$ cat src/rtl/uart_baud_gen_if.sv
// uart_baud_gen_if: control and pulse bundle of the UART baud generator.
// Configuration macro: BAUD_FRAC_EN adds the 8-bit frac_in signal.
// Ports (master drives the controls, slave is the generator):
//   enable  run request        Select  baud select (7 = div_in register)
//   sync    phase restart      div_wr  load strobe for div_in / frac_in
//   div_in  divisor            frac_in fractional divisor n/256 (BAUD_FRAC_EN)
//   os_tick oversample pulse   tick    mid-bit pulse     locked  in RUN
interface uart_baud_gen_if #(
    parameter int CNT_W = 24
);
    logic             enable;
    logic [2:0]       Select;
    logic             sync;
    logic             div_wr;
    logic [CNT_W-1:0] div_in;
`ifdef BAUD_FRAC_EN
    logic [7:0]       frac_in;
`endif
    logic             os_tick;
    logic             tick;
    logic             locked;
`ifdef BAUD_FRAC_EN
    modport master (output enable, Select, sync, div_wr, div_in, frac_in, input os_tick, tick, locked);
    modport slave (input enable, Select, sync, div_wr, div_in, frac_in, output os_tick, tick, locked);
`else
    modport master (output enable, Select, sync, div_wr, div_in, input os_tick, tick, locked);
    modport slave (input enable, Select, sync, div_wr, div_in, output os_tick, tick, locked);
`endif
endinterface

$ cat src/rtl/uart_baud_gen.sv
// uart_baud_gen: oversample and mid-bit tick generator for a UART receiver.
// Configuration macro: BAUD_FRAC_EN enables the n/256 fractional divisor.
// Ports:
//   Clk  system clock, rising edge
//   Rst  synchronous active-high reset
//   bus  uart_baud_gen_if.slave: enable, Select, sync, div_wr, div_in,
//        frac_in (BAUD_FRAC_EN) in; os_tick, tick, locked out (registered)
module uart_baud_gen #(
    parameter int CLK_HZ     = 50_000_000,
    parameter int OVERSAMPLE = 16,
    parameter int CNT_W      = 24
) (
    input logic            Clk,
    input logic            Rst,
    uart_baud_gen_if.slave bus
);
    localparam int PH_W = $clog2(OVERSAMPLE);

    typedef enum logic [1:0] {IDLE, ALIGN, RUN} state_t;

    function automatic logic [CNT_W-1:0] rate_div(input longint baud);
        longint d;
        d = (longint'(CLK_HZ) + baud * OVERSAMPLE / 2) / (baud * OVERSAMPLE);
        return d < 2 ? CNT_W'(2) : CNT_W'(d);
    endfunction

    // Entry 7 is unused; Select 7 takes div_reg instead.
    localparam logic [CNT_W-1:0] RATE_DIV [8] = '{
        rate_div(300), rate_div(1200), rate_div(2400), rate_div(4800),
        rate_div(9600), rate_div(19200), rate_div(115200), CNT_W'(2)
    };

    state_t           state;
    logic [CNT_W-1:0] os_cnt, div, div_reg, sel_div, term;
    logic [PH_W-1:0]  ph;
    logic             wrap;
    logic             os_tick_q, tick_q, locked_q;
`ifdef BAUD_FRAC_EN
    logic [7:0]       frac_reg, frac_acc;
    logic [8:0]       frac_sum;
    logic             ext;
`endif

    always_comb begin
        sel_div = bus.Select == 3'd7 ? div_reg : RATE_DIV[bus.Select];
`ifdef BAUD_FRAC_EN
        // A carry from the previous wrap stretches this period by one cycle.
        term     = ext ? div : div - CNT_W'(1);
        frac_sum = {1'b0, frac_acc} + {1'b0, frac_reg};
`else
        term     = div - CNT_W'(1);
`endif
        wrap = os_cnt == term;
    end

    always_ff @(posedge Clk) begin
        if (Rst) begin
            state     <= IDLE;
            os_cnt    <= '0;
            ph        <= '0;
            div       <= CNT_W'(2);
            div_reg   <= CNT_W'(2);
            os_tick_q <= 1'b0;
            tick_q    <= 1'b0;
            locked_q  <= 1'b0;
`ifdef BAUD_FRAC_EN
            frac_reg  <= '0;
            frac_acc  <= '0;
            ext       <= 1'b0;
`endif
        end else begin
            if (bus.div_wr) begin
                div_reg  <= bus.div_in < CNT_W'(2) ? CNT_W'(2) : bus.div_in;
`ifdef BAUD_FRAC_EN
                frac_reg <= bus.frac_in;
`endif
            end
            if (!bus.enable) begin
                state     <= IDLE;
                os_cnt    <= '0;
                ph        <= '0;
                os_tick_q <= 1'b0;
                tick_q    <= 1'b0;
                locked_q  <= 1'b0;
`ifdef BAUD_FRAC_EN
                frac_acc  <= '0;
                ext       <= 1'b0;
`endif
            end else if (state == IDLE || bus.sync) begin
                // Starting at mid-phase puts the first tick half a bit out.
                state     <= ALIGN;
                os_cnt    <= '0;
                ph        <= PH_W'(OVERSAMPLE / 2);
                div       <= sel_div;
                os_tick_q <= 1'b0;
                tick_q    <= 1'b0;
                locked_q  <= 1'b0;
`ifdef BAUD_FRAC_EN
                frac_acc  <= '0;
                ext       <= 1'b0;
`endif
            end else if (wrap) begin
                os_cnt    <= '0;
                ph        <= ph + PH_W'(1);
                div       <= sel_div;
                os_tick_q <= 1'b1;
                tick_q    <= &ph;
                locked_q  <= state == RUN || &ph;
                state     <= &ph ? RUN : state;
`ifdef BAUD_FRAC_EN
                frac_acc  <= frac_sum[7:0];
                ext       <= frac_sum[8];
`endif
            end else begin
                os_cnt    <= os_cnt + CNT_W'(1);
                os_tick_q <= 1'b0;
                tick_q    <= 1'b0;
                locked_q  <= state == RUN;
            end
        end
    end

    assign bus.os_tick = os_tick_q;
    assign bus.tick    = tick_q;
    assign bus.locked  = locked_q;
endmodule
$ cat src/flat_wrapper.sv
// flat-port wrapper written by rule: the top's interface ports become plain ports
module uart_baud_gen_flat 
#(
    parameter int CLK_HZ     = 50_000_000,
    parameter int OVERSAMPLE = 16,
    parameter int CNT_W      = 24
)
  (Clk, Rst, bus_enable, bus_Select, bus_sync, bus_div_wr, bus_div_in, bus_os_tick, bus_tick, bus_locked);
  uart_baud_gen_if #(.CNT_W(CNT_W)) bus_i ();
  input logic Clk;
  input logic Rst;
  input wire logic [$bits(bus_i.enable)-1:0] bus_enable;
  input wire logic [$bits(bus_i.Select)-1:0] bus_Select;
  input wire logic [$bits(bus_i.sync)-1:0] bus_sync;
  input wire logic [$bits(bus_i.div_wr)-1:0] bus_div_wr;
  input wire logic [$bits(bus_i.div_in)-1:0] bus_div_in;
  output wire logic [$bits(bus_i.os_tick)-1:0] bus_os_tick;
  output wire logic [$bits(bus_i.tick)-1:0] bus_tick;
  output wire logic [$bits(bus_i.locked)-1:0] bus_locked;
  assign bus_i.enable = bus_enable;
  assign bus_i.Select = bus_Select;
  assign bus_i.sync = bus_sync;
  assign bus_i.div_wr = bus_div_wr;
  assign bus_i.div_in = bus_div_in;
  assign bus_os_tick = bus_i.os_tick;
  assign bus_tick = bus_i.tick;
  assign bus_locked = bus_i.locked;
  uart_baud_gen #(.CLK_HZ(CLK_HZ), .OVERSAMPLE(OVERSAMPLE), .CNT_W(CNT_W)) u_core (.Clk(Clk), .Rst(Rst), .bus(bus_i));
endmodule
$ cat config.mk
export PLATFORM = sky130hd
export DESIGN_NAME = uart_baud_gen_flat
export DESIGN_NICKNAME = d
export VERILOG_FILES = /design/src/rtl/uart_baud_gen_if.sv /design/src/rtl/uart_baud_gen.sv /design/src/flat_wrapper.sv
export SDC_FILE = /design/constraint.sdc
export NUM_CORES = 1
export LEC_CHECK = 0
export ABC_CLOCK_PERIOD_IN_PS = 3600
export CORE_ASPECT_RATIO = 1.75
export CORE_UTILIZATION = 39
export CTS_CLUSTER_SIZE = 25
export DETAILED_ROUTE_END_ITERATION = 8
export PLACE_DENSITY = 0.69
export SLEW_MARGIN = 5
export SYNTH_ARGS = -nofsm -noshare
export SYNTH_HDL_FRONTEND = slang
export SYNTH_SLANG_ARGS = --single-unit
$ cat constraint.sdc
create_clock -name Clk -period 3.6 [get_ports Clk]
set_clock_uncertainty 0.05 [all_clocks]
set_input_delay 0.9 -clock Clk [delete_from_list [all_inputs] [get_ports Clk]]
set_output_delay 0.9 -clock Clk [all_outputs]
set_load 0.05 [all_outputs]
After elaboration in Yosys (flattened, before gate mapping). Memories as Yosys holds them, arrays and structs flattened. Cells that the tools add are included.

Register bits after elaboration: 81. Bits in read-only memories: 192. Output and inout bits: 3. Logic and storage cells: 48. Memories kept: 1.

$add $sub $neg: 3. Order comparisons: 2. Equal/unequal tests: 3. Mux-type cells: 13. Bitwise logic cells: 3. Reduce and logical (&&, ||, !) cells: 13.

Memories: (name not given) (words 8, bits a word 24, read ports 1, clocked after memory_dff 0, write ports 0, line uart_baud_gen.sv:45) `sel_div = bus.Select == 3'd7 ? div_reg : RATE_DIV[bus.Select];`.

Operator list (number): $mux 24 (6); $add 24x1->24 const B (1); $eq 24x24->1 (1); $lt 24x2->1 const B (1); $sub 24x1->24 const B (1); $mux 4 (2); $reduce_or 4->1 (2); $mux 1 (5); $reduce_and 5->1 (1); $add 4x1->4 const B (1); $ge 4x4->1 const B (1); $not 3->4 (1); $reduce_and 2->1 (2); $reduce_and 4->1 (1); $reduce_bool 2->1 (2); $eq 3x3->1 const B (1); $reduce_or 3->1 (1); $eq 2x2->1 const B (1); $logic_not 2->1 (1); $logic_or 1x1->1 (2); $not 1->1 (2); $reduce_or 2->1 (1).

Depth between registers and ports, before layout. Gate-level depths: netlist of run 1.

Depth after elaboration: 7. Gate-level depth with buffers: 10. Gate-level depth less buffers: 9.

Worst setup path before layout of run 1. No wires, ideal clock.

Path type: reg-to-reg. Start point: register u_core.div[0]. End point: register u_core.div[13]. Library setup time: 0.123 ns. Arrival: 2.894 ns. Required time: 3.427 ns. Slack: 0.532 ns. Cell stages (with the launch flop): 10. Buffers on the path: 0. Period minus slack after synthesis: 3.068 ns. Path through: dfxtp_1 inv_1 ha_1 nor4b_4 nand3_1 or4b_1 mux2i_1 a2111o_2 o31a_2 mux2_1.

Word-level cells in the longest chain between the ends: 4.

RTL lines: from (decl) (line uart_baud_gen.sv:34) `logic [CNT_W-1:0] os_cnt, div, div_reg, sel_div, term;`; from (signal assigned) (line uart_baud_gen.sv:94) `div <= sel_div;`; from (signal assigned) (line uart_baud_gen.sv:105) `div <= sel_div;`; $sub 24x1->24 (line uart_baud_gen.sv:51) `term = div - CNT_W'(1);`; $eq 24x24->1 (line uart_baud_gen.sv:53) `wrap = os_cnt == term;`; $reduce_bool 2->1 (no source line); $reduce_and 2->1 (no source line).

Every way passes these cells. A chain may end at the register's enable or synchronous reset.

Worst setup path after layout of run 1. Ends and elaborated chain as after synthesis.

==> impl_results.md, run 1 <==
* Fin. max-slew vios at 0
* Pin count of the biggest net entering global routing at 28
* Syn Inst Count at 527
* Final setup viols at 0
* Final Instance Area at 5270 µm²
* Crit path cell chain: inv_1 -> ha_1 -> nor4b_4 -> nand3_1 -> or4b_1 -> mux2i_1 -> a2111o_2 -> o31a_2 -> mux2_1
* Avg WL per Cell at 15.2 µm
* Area Overhead vs Synth at 17.7%
* Status: completed
* Post-CTS Hold Buffers at 0
* Drt initial violations at 242
* Setup bufs post-CTS at 0
* Vias post-DR at 3784
* H-tree levels at 3
* Crit path capture type: flop
* Final GP Congestion at 0.942
* Worst-path fanout max at 13
* Post-synthesis async set-or-reset flop share at 0%
* TritonRoute pass-1 iters at 4
* HP Class: flop to flop
* Top cells by count, synth: dfxtp_1 (81), nor2_1 (51), mux2i_1 (49), nand2_1 (49), nor3_1 (40)
* Dpl cells at 675
* CORE AREA at 11200 µm²
* Clock tree sinks at 81
* Footprint of the multi-input gates at 2690 µm²
* Tmin final at 3.44 ns
* WHS at 0.426 ns
* Synth unique cells at 63
* Clock Latency Late Sink at 0.34 ns
* Fmax at 290 MHz
* Antenna Diode Count at 0
* Pwr Total at 2.27 mW
* Post-synth EDFFs at 0
* Util after Layout at 47.2%
* Final ANT Viol Nets at 0
* Top post-synthesis cells by area: dfxtp_1 (36%), mux2i_1 (11%), xnor2_1 (5.7%)
* RSZ-0062 raised after global routing: no
* Critical path class: flop to flop
* Register area share after synthesis at 36.2%
* First-pass GRT wire length at 17700 µm
* Seq. cell area at 1620 µm²
* Period Utilization, post-route at 95.6%
* Die Span X at 83.0 µm
* I/O pin count at 35
* Leakage power at 2.03 nW
* Gr ovfl total at 0
* Via density at 5.49
* CTS Buf Count at 9
* Least-Margin Pin Slew at 0.807 ns
* Placed inst area at 4940 µm²
* Synth warn at 0
* Setup TNS at 0 ns
* Max transition margin at 44.8%
* Initial core utilization at 40.1%
* Clk buf depth at 2
* Avg Cell Area, Syn at 8.50 µm²
* PwrDens at 429 nW/µm²
* Most common cell in the netlist: dfxtp_1
* Vias in the first global route at 3800
* Final Net Count at 593
* Synth area leader: dfxtp_1
* Hpwl dp at 7880 µm
* Peak VDD IR at 0.265 mV
* DRC Markers at 0
* Arr. time, crit path at 3.61 ns
* Critical-path top delay cell: or4b_1
* Syn nets at 566
* PostCTS Resize Cnt at 0
* Max-cap viol count at 0
* Die height at 144 µm
* Initial antenna violation count at 0
* Final Non-Filler Cells at 689
* WL final at 10500 µm
* Row Count at 51
* Post-synth top area share at 36.2%
* Final setup margin at 0.157 ns
* Fillers at 1074
* DIE AREA at 11900 µm²
* CP required at 3.77 ns
* Final-report hold violation count at 0
* Total Routing Usage GR at 18.5%
* Mapped cell area at 4480 µm²
* Yosys reg bits at 81
* Port Buf Inserts at 34
* Share of layout cells above drive strength 1 at 6.46%
* Top FF cell, synth: dfxtp_1
* Max reg flops at 48
* Clk slew on worst S/H paths at 0.06 ns
* Dpl ws at 0.192 ns
* TritonCTS clock tree: built
* Root buf cell: clkbuf_16
* Max stage delay on crit path at 0.57 ns
* CP startpoint kind: flop
[path summary, 6_finish.rpt]
check                                     from        endpoint  cells past startpoint  slack [ns]
worst max-delay path             u_core.div[0]  u_core.div[13]                      9        0.16
worst min register to register  u_core.div[23]  u_core.div[23]                      2        0.43
worst min-delay path            u_core.div[23]  u_core.div[23]                      2        0.43
worst max register to register   u_core.div[0]  u_core.div[13]                      9        0.16
[layout by cell type, fill, tap and decap left out, types with 2 or more instances in the layout]
master / netlist / final
dfxtp_1: 81 / 81
nor3_1: 40 / 40
and2_1: 2 / 2
nor3_2: 3 / 3
clkdlybuf4s50_1: 0 / 34
a21oi_1: 15 / 15
buf_4: 1 / 10
a31oi_1: 3 / 3
nor4_1: 16 / 16
o21bai_1: 2 / 2
inv_1: 11 / 11
a211oi_1: 3 / 3
nand2_1: 49 / 49
nor2_1: 51 / 51
clkbuf_16: 0 / 9
nand3_1: 25 / 25
mux2i_1: 49 / 49
mux2_1: 2 / 2
ha_1: 7 / 7
bufinv_16: 0 / 3
o21ai_0: 10 / 10
o22ai_1: 2 / 2
and3_1: 9 / 9
nand4_1: 11 / 11
nand2b_1: 9 / 9
nand3b_1: 2 / 2
o311ai_0: 4 / 4
or3_1: 3 / 3
nor2b_1: 7 / 7
xnor2_1: 29 / 29
a211o_1: 2 / 2
xor2_1: 23 / 23
[final cells by class]
class	count	area share (%)
multi-input cells	406	51.1
clock buffers	11	4.60
flip-flops and latches	81	30.7
well taps	132	3.13
clock inverters	3	1.71
inverters	12	0.854
repair buffers	44	7.88
[worst max-delay path: cells and delay by family (launching register included)]
family / cells / cell delay (ns)
compound gates: 2 / 1.04
fa+ha+maj: 1 / 0.22
buf+inv: 1 / 0.08
flops: 1 / 0.36
mux: 2 / 0.55
simple gates: 3 / 1.03
[kinds of logic after synthesis]
logic type      share of synthesized area (%)
flops                                    36.2
compound gates                           8.99
fa+ha+maj                                1.95
simple gates                             27.1
xor+xnor                                 10.7
buf+inv                                  3.71
mux                                      11.4
[per-layer routing]
metal	routed length [µm]	track usage [%]	vias up	share of wire [%]
li1	-	-	1917	-
met2	5690	36.4	62	54
met5	0	0	-	0
met3	275	3.68	22	2.6
met1	4250	18.3	1783	40
met4	279	8.71	0	2.7
[power by group]
part	internal [mW]	leakage, nW	total [mW]	switching (mW)
clock	0.689	0.162	1.04	0.351
combinational	0.125	1.21	0.271	0.146
sequential	0.924	0.659	0.953	0.0289
total	1.74	2.03	2.26	0.526
(Power assumes the default switching activity.)
==> run 2, diff against run 1 <==
--- a/constraint.sdc
+++ b/constraint.sdc
@@ -3,3 +3,3 @@
 set_input_delay 0.9 -clock Clk [delete_from_list [all_inputs] [get_ports Clk]]
 set_output_delay 0.9 -clock Clk [all_outputs]
-set_load 0.05 [all_outputs]
+set_load 0.01 [all_outputs]
==> results of run 2 <==
Same layout as run 1 (identical final DEF). Status: completed.
Among the figures that moved: total power 2.27 mW -> 2.26 mW
==> run 3, diff against run 2 <==
- CORE_UTILIZATION: 39 -> 61
- CTS_BUF_LIST: default -> sky130_fd_sc_hd__clkbuf_4
- PLACE_DENSITY: 0.69 -> 0.95
==> run 3 against run 2 <==
- clock-buffer cell count down 1
- sequential share of layout area up 1.5 points
- routed wire length down 5.2%
- via count up 2.6%
- clock power down 50%
- largest power group is now registers
- combinational power about the same
- non-clock buffer count up 1
- worst setup slack better by 0.057 ns
- hold slack better by 0.014 ns
- die area down 35%
==> impl_results.md, run 3 (synthesis gave the netlist of run 1 again) <==
* Worst-path fanout max at 13
* Share of layout cells above drive strength 1 at 6.98%
* Hold path endpoint: u_core.div[14]
* Initial antenna violation count at 0
* Least-Margin Pin Slew at 0.530 ns
* Antenna Diode Count at 0
* Worst Reg2Reg Path Length in Cells at 9
* Vias post-DR at 3883
* Clk slew on worst S/H paths at 0.12 ns
* Final setup margin at 0.214 ns
* Critical path class: flop to flop
* FF-to-FF Start: u_core.div[0]
* Final-report hold violation count at 0
* First-pass GRT wire length at 17100 µm
* Reg-to-Reg End: u_core.div[13]
* CP top delay family: compound AO/OA/AOI/OAI gates
* H-tree levels at 3
* CORE AREA at 7180 µm²
* Fin. max-slew vios at 0
* Hold Path Origin: u_core.div_reg[14]
* Max stage delay on crit path at 0.56 ns
* Pin count of the biggest net entering global routing at 34
* CP required at 3.91 ns
* PwrDens at 348 nW/µm²
* Initial core utilization at 62.4%
* Dpl cells at 630
* Area Overhead vs Synth at 12.1%
* Leakage power at 1.95 nW
* TritonRoute pass-1 iters at 5
* Setup bufs post-CTS at 0
* WHS Path Cells at 2
* Grt met2 use at 50.8%
* Die height at 115 µm
* Fmax at 295 MHz
* Dpl ws at 0.224 ns
* Port Buf Inserts at 34
* Met1 Track Usage GR at 30.5%
* Crit path capture type: flop
* Most frequent cells in the layout: dfxtp_1 (81), nor2_1 (51), nand2_1 (49), mux2i_1 (49), nor3_1 (40)
* Flop2flop setup slack at 0.21 ns
* HP Class: flop to flop
* Peak VDD IR at 0.297 mV
* Vias in the first global route at 3909
* Final GP Congestion at 0.924
* Critical-path top delay cell: or4b_1
* Clock Latency Late Sink at 0.46 ns
* I/O pin count at 35
* Final ANT Viol Nets at 0
* Tmin final at 3.39 ns
* Fillers at 569
* Post-CTS Hold Buffers at 0
* WP buf/inv at 1
* Die Span X at 66.8 µm
* PostCTS Resize Cnt at 0
* Via density at 6.02
* Row Count at 41
* Root buf cell: clkbuf_4
* Hpwl dp at 7760 µm
* TritonCTS clock tree: built
* Gr ovfl total at 0
* Status: completed
* Placed inst area at 4890 µm²
* Clk buf depth at 2
* RSZ-0062 raised after global routing: no
* Final Instance Area at 5020 µm²
* Clock tree sinks at 81
* Total Routing Usage GR at 29.0%
* Arr. time, crit path at 3.69 ns
* CP startpoint kind: flop
* Avg WL per Cell at 15.4 µm
* DRC Markers at 0
* WL final at 9960 µm
* Max transition margin at 64.6%
* Drt initial violations at 287
* Max reg flops at 48
* Final Non-Filler Cells at 645
* Max-cap viol count at 0
* Period Utilization, post-route at 94.0%
* Crit path cell chain: inv_1 -> ha_1 -> nor4b_4 -> nand3_1 -> or4b_1 -> mux2i_1 -> a2111o_2 -> o31a_2 -> mux2_1
* CTS Buf Count at 9
* GRT busiest layer: met2
* Final Net Count at 594
* Util after Layout at 69.9%
* DIE AREA at 7710 µm²
* Setup TNS at 0 ns
* Leading cell type in the layout, fill and taps excluded: dfxtp_1
* GR Layer Usage met3 at 5.95%
* Final setup viols at 0
run 3: changes by cell type in the layout (fill, tap and decap cells not counted):
cell / change
buf_4: +1
clkbuf_16: -9
clkinv_2: +2
bufinv_16: -2
clkbuf_4: +10
clkbuf_1: -1
clkbuf_8: -1
clkinv_4: +2
run 3: worst min-delay path: cells and delay by family (launching register included):
family | cells | cell delay (ns)
multiplexers | 1 | 0.06
flip-flops | 1 | 0.34
AND/OR/NAND/NOR | 1 | 0.06
run 3: worst max path at each step:
stage               cells past startpoint  slack (ns)             end          start
CTS                                     9        0.22  u_core.div[13]  u_core.div[0]
floorplan                               9        0.53  u_core.div[13]  u_core.div[0]
finish                                  9        0.21  u_core.div[13]  u_core.div[0]
global placement                        9        0.32  u_core.div[13]  u_core.div[0]
detailed placement                      9        0.22  u_core.div[13]  u_core.div[0]
global route                            9        0.02  u_core.div[13]  u_core.div[0]
run 3: layout make-up:
type	instances	area (µm²)	share of cell area, %
repair buffers	45	423	8.42
clock buffers	10	75.1	1.49
clock inverters	5	57.6	1.15
inverters	12	45.0	0.897
multi-input cells	406	2690	53.6
well taps	86	108	2.14
flip-flops and latches	81	1620	32.3
run 3: through the flow:
stage,hold WS [ns],power [mW]
3_3_place_gp,0.411,1.23
3_5_place_dp,0.423,1.24
5_1_grt,0.460,1.83
6_report,0.440,1.75
4_1_cts,0.441,1.75
2_1_floorplan,0.396,1.15
run 3: per-layer routing:
layer	vias up	part of all wire [%]
met5	-	0
met1	1813	38
met3	42	3.1
met4	0	5.1
met2	98	54
li1	1930	-
run 3: power breakdown:
| part | internal [mW] | leakage, nW | switching, mW |
|---|---|---|---|
| clock | 0.216 | 0.0762 | 0.308 |
| combinational | 0.128 | 1.21 | 0.144 |
| sequential | 0.924 | 0.659 | 0.0287 |
| total | 1.27 | 1.95 | 0.481 |
